==> src/rtl/b10_counter_pkg.sv <==
// b10_counter_pkg
//   Shared constants for the BCD counter and its digit stages.
//   BCD_W    : width of one BCD digit
//   BCD_MAX  : largest legal digit value
//   N_MIN/MAX: legal bounds for the digit-count parameter N
package b10_counter_pkg;

    localparam int unsigned BCD_W = 4;
    localparam logic [BCD_W-1:0] BCD_MAX = 4'd9;

    localparam int unsigned N_MIN = 1;
    localparam int unsigned N_MAX = 8;

endpackage

==> src/rtl/b10_halfadder.sv <==
// b10_halfadder
//   One BCD digit stage: adds a single-bit carry-in to a decimal digit.
//   Ports:
//     a    in  BCD_W  digit value, 0..9 (10..15 are don't-care)
//     cin  in  1      carry-in
//     s    out BCD_W  result digit, 0..9
//     cout out 1      carry-out, set when a 9 rolls over to 0
module b10_halfadder
    import b10_counter_pkg::*;
(
    input  logic [BCD_W-1:0] a,
    input  logic             cin,
    output logic [BCD_W-1:0] s,
    output logic             cout
);

    always_comb begin
        cout = cin && (a == BCD_MAX);
        if (cout) begin
            s = '0;
        end else begin
            s = a + {{(BCD_W-1){1'b0}}, cin};
        end
    end

endmodule

==> src/rtl/b10_counter.sv <==
// b10_counter
//   Registered N-digit BCD up-counter built on a ripple chain of b10_halfadder
//   stages. Owns the count register, wrap/overflow flags and validated load.
//   Priority per edge: clr > load > inc.
//   Ports:
//     clock    in  1     rising-edge clock
//     reset_   in  1     asynchronous active-low reset
//     inc      in  1     add one this cycle
//     clr      in  1     synchronous clear of count and overflow
//     load     in  1     synchronous parallel load from din
//     din      in  4N    load value, digit i at [4i+3:4i]
//     dout     out 4N    current count (registered)
//     wrap     out 1     one-cycle pulse when count rolls from all-9s to 0
//     ovf      out 1     sticky overflow, cleared by clr or reset
//     load_err out 1     one-cycle pulse when a load is rejected
module b10_counter
    import b10_counter_pkg::*;
#(
    parameter int unsigned N = 4  // legal range N_MIN..N_MAX
) (
    input  logic               clock,
    input  logic               reset_,
    input  logic               inc,
    input  logic               clr,
    input  logic               load,
    input  logic [BCD_W*N-1:0] din,
    output logic [BCD_W*N-1:0] dout,
    output logic               wrap,
    output logic               ovf,
    output logic               load_err
);

    logic [N:0]         carry;
    logic [BCD_W*N-1:0] sum;
    logic [N-1:0]       digit_ok;
    logic               din_ok;

    assign carry[0] = inc;

    for (genvar i = 0; i < N; i++) begin : g_digit
        b10_halfadder u_stage (
            .a    (dout[BCD_W*i +: BCD_W]),
            .cin  (carry[i]),
            .s    (sum[BCD_W*i +: BCD_W]),
            .cout (carry[i+1])
        );

        assign digit_ok[i] = (din[BCD_W*i +: BCD_W] <= BCD_MAX);
    end

    assign din_ok = &digit_ok;

    always_ff @(posedge clock or negedge reset_) begin
        if (!reset_) begin
            dout     <= '0;
            wrap     <= 1'b0;
            ovf      <= 1'b0;
            load_err <= 1'b0;
        end else begin
            // Pulse flags default low; set only by the event of this cycle.
            wrap     <= 1'b0;
            load_err <= 1'b0;
            if (clr) begin
                dout <= '0;
                ovf  <= 1'b0;
            end else if (load) begin
                if (din_ok) begin
                    dout <= din;
                end else begin
                    load_err <= 1'b1;
                end
            end else if (inc) begin
                // On wrap every stage rolls to 0, so sum is already all zeros.
                dout <= sum;
                if (carry[N]) begin
                    wrap <= 1'b1;
                    ovf  <= 1'b1;
                end
            end
        end
    end

endmodule

==> config.mk <==
export PLATFORM = sky130hd
export DESIGN_NAME = b10_counter
export DESIGN_NICKNAME = d
export VERILOG_FILES = /design/src/rtl/b10_counter_pkg.sv /design/src/rtl/b10_halfadder.sv /design/src/rtl/b10_counter.sv
export SDC_FILE = /design/constraint.sdc
export NUM_CORES = 1
export LEC_CHECK = 0
export CAP_MARGIN = 20
export CORE_MARGIN = 4
export CORE_UTILIZATION = 49
export CTS_BUF_LIST = sky130_fd_sc_hd__clkbuf_4 sky130_fd_sc_hd__clkbuf_8 sky130_fd_sc_hd__clkbuf_16
export DETAILED_ROUTE_END_ITERATION = 12
export PLACE_DENSITY = 0.85
export SETUP_SLACK_MARGIN = 0.4
export SLEW_MARGIN = 5
export SYNTH_ARGS = -nofsm -noshare
export SYNTH_HDL_FRONTEND = slang
export SYNTH_SLANG_ARGS = --single-unit
==> constraint.sdc <==
create_clock -name clock -period 2.9 [get_ports clock]
set_input_delay 0.435 -clock clock [delete_from_list [all_inputs] [get_ports clock]]
set_output_delay 0.435 -clock clock [all_outputs]
set_load 0.1 [all_outputs]
==> run summary, run 1 <==
* status: finished clean
* first-iteration detailed-routing DRC count: 35
* sink of the worst hold path: ovf$_DFFE_PN0P_
* post-route setup slack: 0.699 ns
* IR drop worst, VDD: 388 uV
* unrepaired setup endpoints after global routing: no
* average footprint of a synthesized cell: 9.79 sq um
* EDFF count, synth: 0
* count of buffers from port buffering: 39
* final-report hold violation count: 0
* number of diodes: 0
* TritonCTS clock tree: yes
* start of the worst register-to-register path: dout[2]$_DFFE_PN0P_
* kind of capture point of the worst setup path: flip-flop
* skew final: 0.00171 ns
* Maximum Capacitance Violations: 0
* average vias per placed instance: 5.85
* number of standard cells in the final layout excluding fillers: 192
* count of vias placed by the detailed router: 1123
* worst setup timing slack at the placement stage: 0.398 ns
* number of standard-cell rows in the floorplan: 17
* Post-synth top flop: dfrtp_1
* most area-hungry cell type in the Yosys netlist: dfrtp_1
* Hold WC Path Type: reg2reg
* post-synthesis sequential element count: 19
* setup fix buffers added after clock tree synthesis: 0
* critical path peak fanout: 10
* startpoint of the lowest-slack hold path: ovf$_DFFE_PN0P_
* remaining global-route overflow: 0
* Crit Path Class: in2reg
* number of nets in the layout: 194
* Clock transition at path regs: 0.11 ns
* data arrival time of the critical path: 2.40 ns
* largest net degree at the start of global routing: 20
* first-pass GRT wire length: 5.17 mm
* detailed-router iteration count before antenna repair: 4
* DRC violations left: 0
* aggregate global-route resource usage: 19.7%
* transition time at the pin with the least slew margin: 0.860 ns
* clock root buffer: clkbuf_4
* count of filler cells inserted in the layout: 174
* min Tclk post-route: 2.20 ns
* synthesized instance count: 125
* Starting Density: 53.3%
* placed cell count: 188
* top cells by count, synth: 19 x dfrtp_1, 11 x nand2_1, 8 x ha_1, 8 x o21ai_0
* area used by multi-input combinational logic: 703 sq um
* crit start category: input port
* number of antenna-violating nets in the routed design: 0
* maximum number of buffers from clock root to sink: 2
* number of antenna violations at the first check in global routing: 0
* number of gates resized after CTS: 0
* number of H-tree levels: 1
* most common cell in the synthesized netlist: dfrtp_1
* Avg WL per Cell: 16.7 um
* static power due to leakage: 0.741 nW
* final core utilization: 70.8%
* total negative slack: 0 ns
* insertion delay of the later-clocked pin in the worst-skew pair: 0.30 ns
* sequential share of the synthesized area: 38.9%
* critical path required time: 3.10 ns
* worst hold-check slack: 0.521 ns
* FF-to-FF path depth: 7
* number of buffers created by CTS: 3
* ratio of cells with drive above 1 in the final layout: 26.2%
* share of the clock period used by the worst path after layout: 75.9%
* Achievable Freq: 0.454 GHz
* Sinks on Clock Net: 19
* growth of design area from synthesis to finish: 32.8%
* number of buffers inserted by hold repair at cts: 0
* Register Area: 490 sq um
* worst r2r dst: dout[13]$_DFFE_PN0P_
* share of flip-flops with an asynchronous set or reset after synthesis: 100%
* main area contributors after synthesis: dfrtp_1 39%, ha_1 8.2%, a221o_1 4.1%
* count of final setup violators: 0
* number of global-route vias before repair: 1103
* Cell variety after synth: 38
* vertical die dimension: 58.0 um
* final max-slew violation count: 0
* full die area: 0.00336 sq mm
* final routed wirelength across all metal layers: 3.21 mm
* CORE AREA: 0.00230 sq mm
* area of the mapped netlist: 0.00122 sq mm
* syn nets: 154
* Synth top area share: 38.9%
* Power per Cell Area: 388 mW/mm^2
* remaining max-slew budget at the tightest pin: 42.5%
* DIE WIDTH: 58.0 um
* final RePlAce weighted congestion: 0.907
* I/O pin cnt: 40
* worst-case register-to-register setup slack: 0.71 ns
* number of warnings issued by yosys: 0
* WHS Path Cells: 2
* detailed-placement wirelength estimate: 2.50 mm
-- area by class of cell --
class | count | share of cell area [%]
multi-input cells | 96 | 43.3
flip-flops and latches | 19 | 30.2
repair buffers | 40 | 21.6
well taps | 28 | 2.16
clock buffers | 3 | 1.39
inverters | 5 | 1.15
clock inverters | 1 | 0.308
-- power breakdown --
group / switching [W] / internal [W] / total, W
clock: 0.0000876 / 0.0000514 / 0.000139
combinational: 0.000137 / 0.0000639 / 0.000201
sequential: 0.0000140 / 0.000278 / 0.000292
-- state kept, by name, indices dropped and copies added, names as in the netlist --
register and count:
dout 16, ovf 1, load_err 1, wrap 1
-- through the flow --
stage	area, sq um	total power [W]
after floorplan	1240	0.000427
after global placement	1600	0.000494
after detailed placement	1600	0.000498
after CTS	1630	0.000636
after global routing	1630	0.000662
final	1630	0.000631
-- worst max path at each step --
stage	from	to	slack, ns	cells past startpoint
after floorplan	dout[2]$_DFFE_PN0P_	dout[13]$_DFFE_PN0P_	0.61	7
after global placement	inc	dout[13]$_DFFE_PN0P_	0.47	7
after detailed placement	inc	dout[13]$_DFFE_PN0P_	0.40	7
after CTS	inc	dout[13]$_DFFE_PN0P_	0.72	7
after global routing	dout[2]$_DFFE_PN0P_	dout[13]$_DFFE_PN0P_	0.60	7
final	inc	dout[13]$_DFFE_PN0P_	0.70	7
-- cell families (layout without fill, tap and decap cells) --
family / after synthesis / in the layout / share of synthesized area (%)
flip-flops: 19 / 19 / 38.9
AO/OA/AOI/OAI: 37 / 37 / 22.8
adder cells (fa/ha/maj): 8 / 8 / 8.18
XOR/XNOR: 5 / 5 / 3.58
buffers and inverters: 10 / 49 / 3.68
multiplexers: 2 / 2 / 1.84
AND/OR/NAND/NOR: 44 / 44 / 21.1
-- per-layer routing --
layer	up-vias	share of wire, %	global-route usage, %
met3	2	5.4	3.34
met1	520	44	24.8
li1	557	-	-
met2	44	50	34.7
met5	-	0	0
met4	0	0.53	5.30
-- cell usage in the layout, fill, tap and decap left out, types with 2 or more instances in the layout --
cell             Yosys  final
xor2_1               4      4
o31ai_1              2      2
a21oi_1              2      2
a32o_1               4      4
ha_1                 8      8
clkdlybuf4s50_1      0     20
dfrtp_1             19      7
clkbuf_4             0      3
mux2_2               2      2
nor2_1               5      5
a221o_1              5      5
a21boi_0             2      2
dfrtp_2              0     12
inv_1                5      5
nand2b_1             2      2
and2_1               6      6
nand4_1              3      3
nand2_1             11     11
a31oi_1              2      2
o21ai_0              8      8
and3_1               2      2
nand3_1              6      6
and4bb_2             3      3
a22o_1               4      4
buf_4                1     20
o2bb2ai_1            2      2
-- critical path: stages --
cell             delay, ns
clkdlybuf4s50_1       0.64
nand4_1               0.28
inv_1                 0.12
ha_1                  0.18
ha_1                  0.23
mux2_2                0.25
a32o_1                0.25
Note: power is estimated with default switching activity, not from simulation.
==> run 2: changes to the inputs <==
--- a/config.mk
+++ b/config.mk
@@ -7,10 +7,10 @@
 export LEC_CHECK = 0
 export CAP_MARGIN = 20
 export CORE_MARGIN = 4
-export CORE_UTILIZATION = 49
+export CORE_UTILIZATION = 45
 export CTS_BUF_LIST = sky130_fd_sc_hd__clkbuf_4 sky130_fd_sc_hd__clkbuf_8 sky130_fd_sc_hd__clkbuf_16
 export DETAILED_ROUTE_END_ITERATION = 12
-export PLACE_DENSITY = 0.85
+export PLACE_DENSITY = 0.8
 export SETUP_SLACK_MARGIN = 0.4
 export SLEW_MARGIN = 5
 export SYNTH_ARGS = -nofsm -noshare
==> constraint.sdc (replaced) <==
create_clock -name clock -period 2.1 [get_ports clock]
set_input_delay 0.315 -clock clock [delete_from_list [all_inputs] [get_ports clock]]
set_output_delay 0.315 -clock clock [all_outputs]
set_load 0.1 [all_outputs]
==> run 2 against run 1 <==
  * Sequential share of layout area is 2.7 points lower
  * Final cell count is 11% higher
  * Via count is 14% higher
  * Setup slack worse by 0.60 ns
  * Sequential power is 38% higher
  * Non-clock buffer count is 20 higher
  * Register-to-register slack worse by 0.61 ns
  * Core utilization is 3.7 points higher
  * Clock power is 48% higher
  * Worst hold slack worse by 0.18 ns
  * Die area is 7.6% higher
  * Count of clock-buffer cells in the layout is 1 higher
==> run summary, run 2 (synthesis results as in run 1) <==
* startpoint of the most critical setup path: dout[5]$_DFFE_PN0P_
* detailed-router iteration count before antenna repair: 5, +1
* skew final: 0.00410 ns, +0.00239 ns
* average vias per placed instance: 5.97, +2.1%
* kind of capture point of the worst setup path: flip-flop
* aggregate global-route resource usage: 21.6%, +1.8 points
* number of standard-cell rows in the floorplan: 18, +1
* critical path peak fanout: 3, -7
* FF-to-FF path depth: 7, unchanged
* number of H-tree levels: 1, unchanged
* data arrival time of the critical path: 2.20 ns, -0.20 ns
* count of filler cells inserted in the layout: 189, +8.6%
* most frequent cells in the layout: 40 x buf_4, 19 x clkdlybuf4s50_1, 11 x nand2_1, 11 x dfrtp_4, 6 x nand3_1
* number of global-route vias before repair: 1285, +17%
* Starting Density: 48.1%, -5.2 points
* vertical die dimension: 60.1 um, +3.8%
* Achievable Freq: 0.500 GHz
* transition time at the pin with the least slew margin: 0.454 ns, -0.407 ns
* I/O pin cnt: 40, unchanged
* register containing the most flip-flops in the final layout: dout
* most common cell after layout, fill and taps aside: buf_4
* Avg WL per Cell: 17.3 um, +3.2%
* total negative slack: 0 ns, unchanged
* crit start category: flip-flop
* largest net degree at the start of global routing: 20, unchanged
* start of the worst register-to-register path: dout[5]$_DFFE_PN0P_
* count of final setup violators: 0, unchanged
* min Tclk post-route: 2.00 ns
* worst setup timing slack at the placement stage: -0.00272 ns, -0.400 ns
* number of antenna-violating nets in the routed design: 0, unchanged
* CORE AREA: 0.00254 sq mm, +11%
* share of the clock period used by the worst path after layout: 95.3%
* status: finished clean
* critical path required time: 2.30 ns, -0.80 ns
* unrepaired setup endpoints after global routing: yes
* DRC violations left: 0, unchanged
* static power due to leakage: 0.834 nW, +13%
* clock root buffer: clkbuf_4
* count of vias placed by the detailed router: 1278, +14%
* insertion delay of the later-clocked pin in the worst-skew pair: 0.31 ns, about the same
* Crit Path Class: reg2reg
* Maximum Capacitance Violations: 0, unchanged
* Hold WC Path Type: in2async
* IR drop worst, VDD: 468 uV, +21%
* placed cell areas: 0.00171 sq mm, +7.0%
* flip-flop count of the largest register after layout: 16, unchanged
* number of diodes: 0, unchanged
* number of antenna violations at the first check in global routing: 0, unchanged
* maximum number of buffers from clock root to sink: 2, unchanged
* worst hold-check slack: 0.338 ns, -0.183 ns
* number of buffers created by CTS: 3, unchanged
* first-pass GRT wire length: 5.88 mm, +14%
* final routed wirelength across all metal layers: 3.70 mm, +15%
* full die area: 0.00362 sq mm, +7.6%
* final max-slew violation count: 0, unchanged
* number of nets in the layout: 214, +10%
* Clock transition at path regs: 0.11 ns, about the same
* count of buffers from port buffering: 39, unchanged
* Sinks on Clock Net: 19, unchanged
* final RePlAce weighted congestion: 0.861, -5.0%
* final-report hold violation count: 0, unchanged
* growth of design area from synthesis to finish: 54.9%
* total non-filler cell area in the finished layout: 0.00190 sq mm, +17%
* DIE WIDTH: 60.1 um, +3.8%
* first-iteration detailed-routing DRC count: 53, +51%
* detailed-placement wirelength estimate: 2.60 mm, +3.8%
* number of buffers inserted by hold repair at cts: 0, unchanged
* remaining max-slew budget at the tightest pin: 69.7%, +27 points
* remaining global-route overflow: 0, unchanged
* post-route setup slack: 0.0986 ns, -0.600 ns
* Power per Cell Area: 489 mW/mm^2, +26%
* ratio of cells with drive above 1 in the final layout: 40.8%, +15 points
* TritonCTS clock tree: yes
==> run 2: cell types whose count changed in the layout (fill, tap and decap cells not counted), sizes merged <==
cell           delta
clkinv            -1
clkbuf            +1
dlymetal6s2s      +1
buf              +20
clkdlybuf4s50     -1
==> run 2: layout make-up <==
type                       count  area (sq um)  share of cell area [%]
clock buffer                   4          30.0                    1.58
inverter                       5          18.8                   0.990
multi-input combinational     96           786                    41.5
sequential                    19           520                    27.5
tap                           30          37.5                    1.98
timing repair buffer          60           503                    26.5
==> run 2: metal layers <==
layer | vias up | GRT usage (%) | wire [um]
li1 | 590 | - | -
met1 | 608 | 27.6 | 1530
met2 | 71 | 37.2 | 1820
met3 | 9 | 3.24 | 298
met4 | 0 | 6.33 | 48
met5 | - | 0 | 0
==> run 2: repair_timing <==
| action | in CTS | in global routing |
|---|---|---|
| pin swaps | 8 | 14 |
| setup buffers | 5 | 5 |
| gates resized for setup | 7 | 11 |
| setup endpoints to repair | 15 | 12 |
| hold endpoints to repair | 0 | 0 |
==> run 2: worst paths after layout <==
path                                        endpoint  slack, ns
worst max-delay path            dout[13]$_DFFE_PN0P_        0.1
worst min register to register       ovf$_DFFE_PN0P_       0.54
worst min-delay path             dout[3]$_DFFE_PN0P_       0.34
min in group clock                   ovf$_DFFE_PN0P_       0.54
max in group asynchronous       dout[10]$_DFFE_PN0P_       1.53
worst max register to register  dout[13]$_DFFE_PN0P_        0.1
==> run 2: power breakdown <==
group          switching, W  internal, W
registers         0.0000162     0.000388
clock network      0.000119    0.0000871
logic              0.000205     0.000112
total              0.000339     0.000587
==> run 2: worst max-delay path, stage by stage, from the launching register on <==
cell and delay (ns):
dfrtp_4 0.48, and4bb_2 0.36, nand4_1 0.14, inv_2 0.10
ha_4 0.15, ha_4 0.19, mux2_2 0.26, a32o_1 0.22
==> run 2: per-stage QoR <==
step | power [W] | instances | util [%]
2_1_floorplan | 0.000597 | 125 | -
3_3_place_gp | 0.000700 | 200 | 67.2
5_1_grt | 0.000972 | 214 | 74.5
4_1_cts | 0.000922 | 209 | 71.5
3_5_place_dp | 0.000705 | 200 | 67.2
6_report | 0.000926 | 214 | 74.5
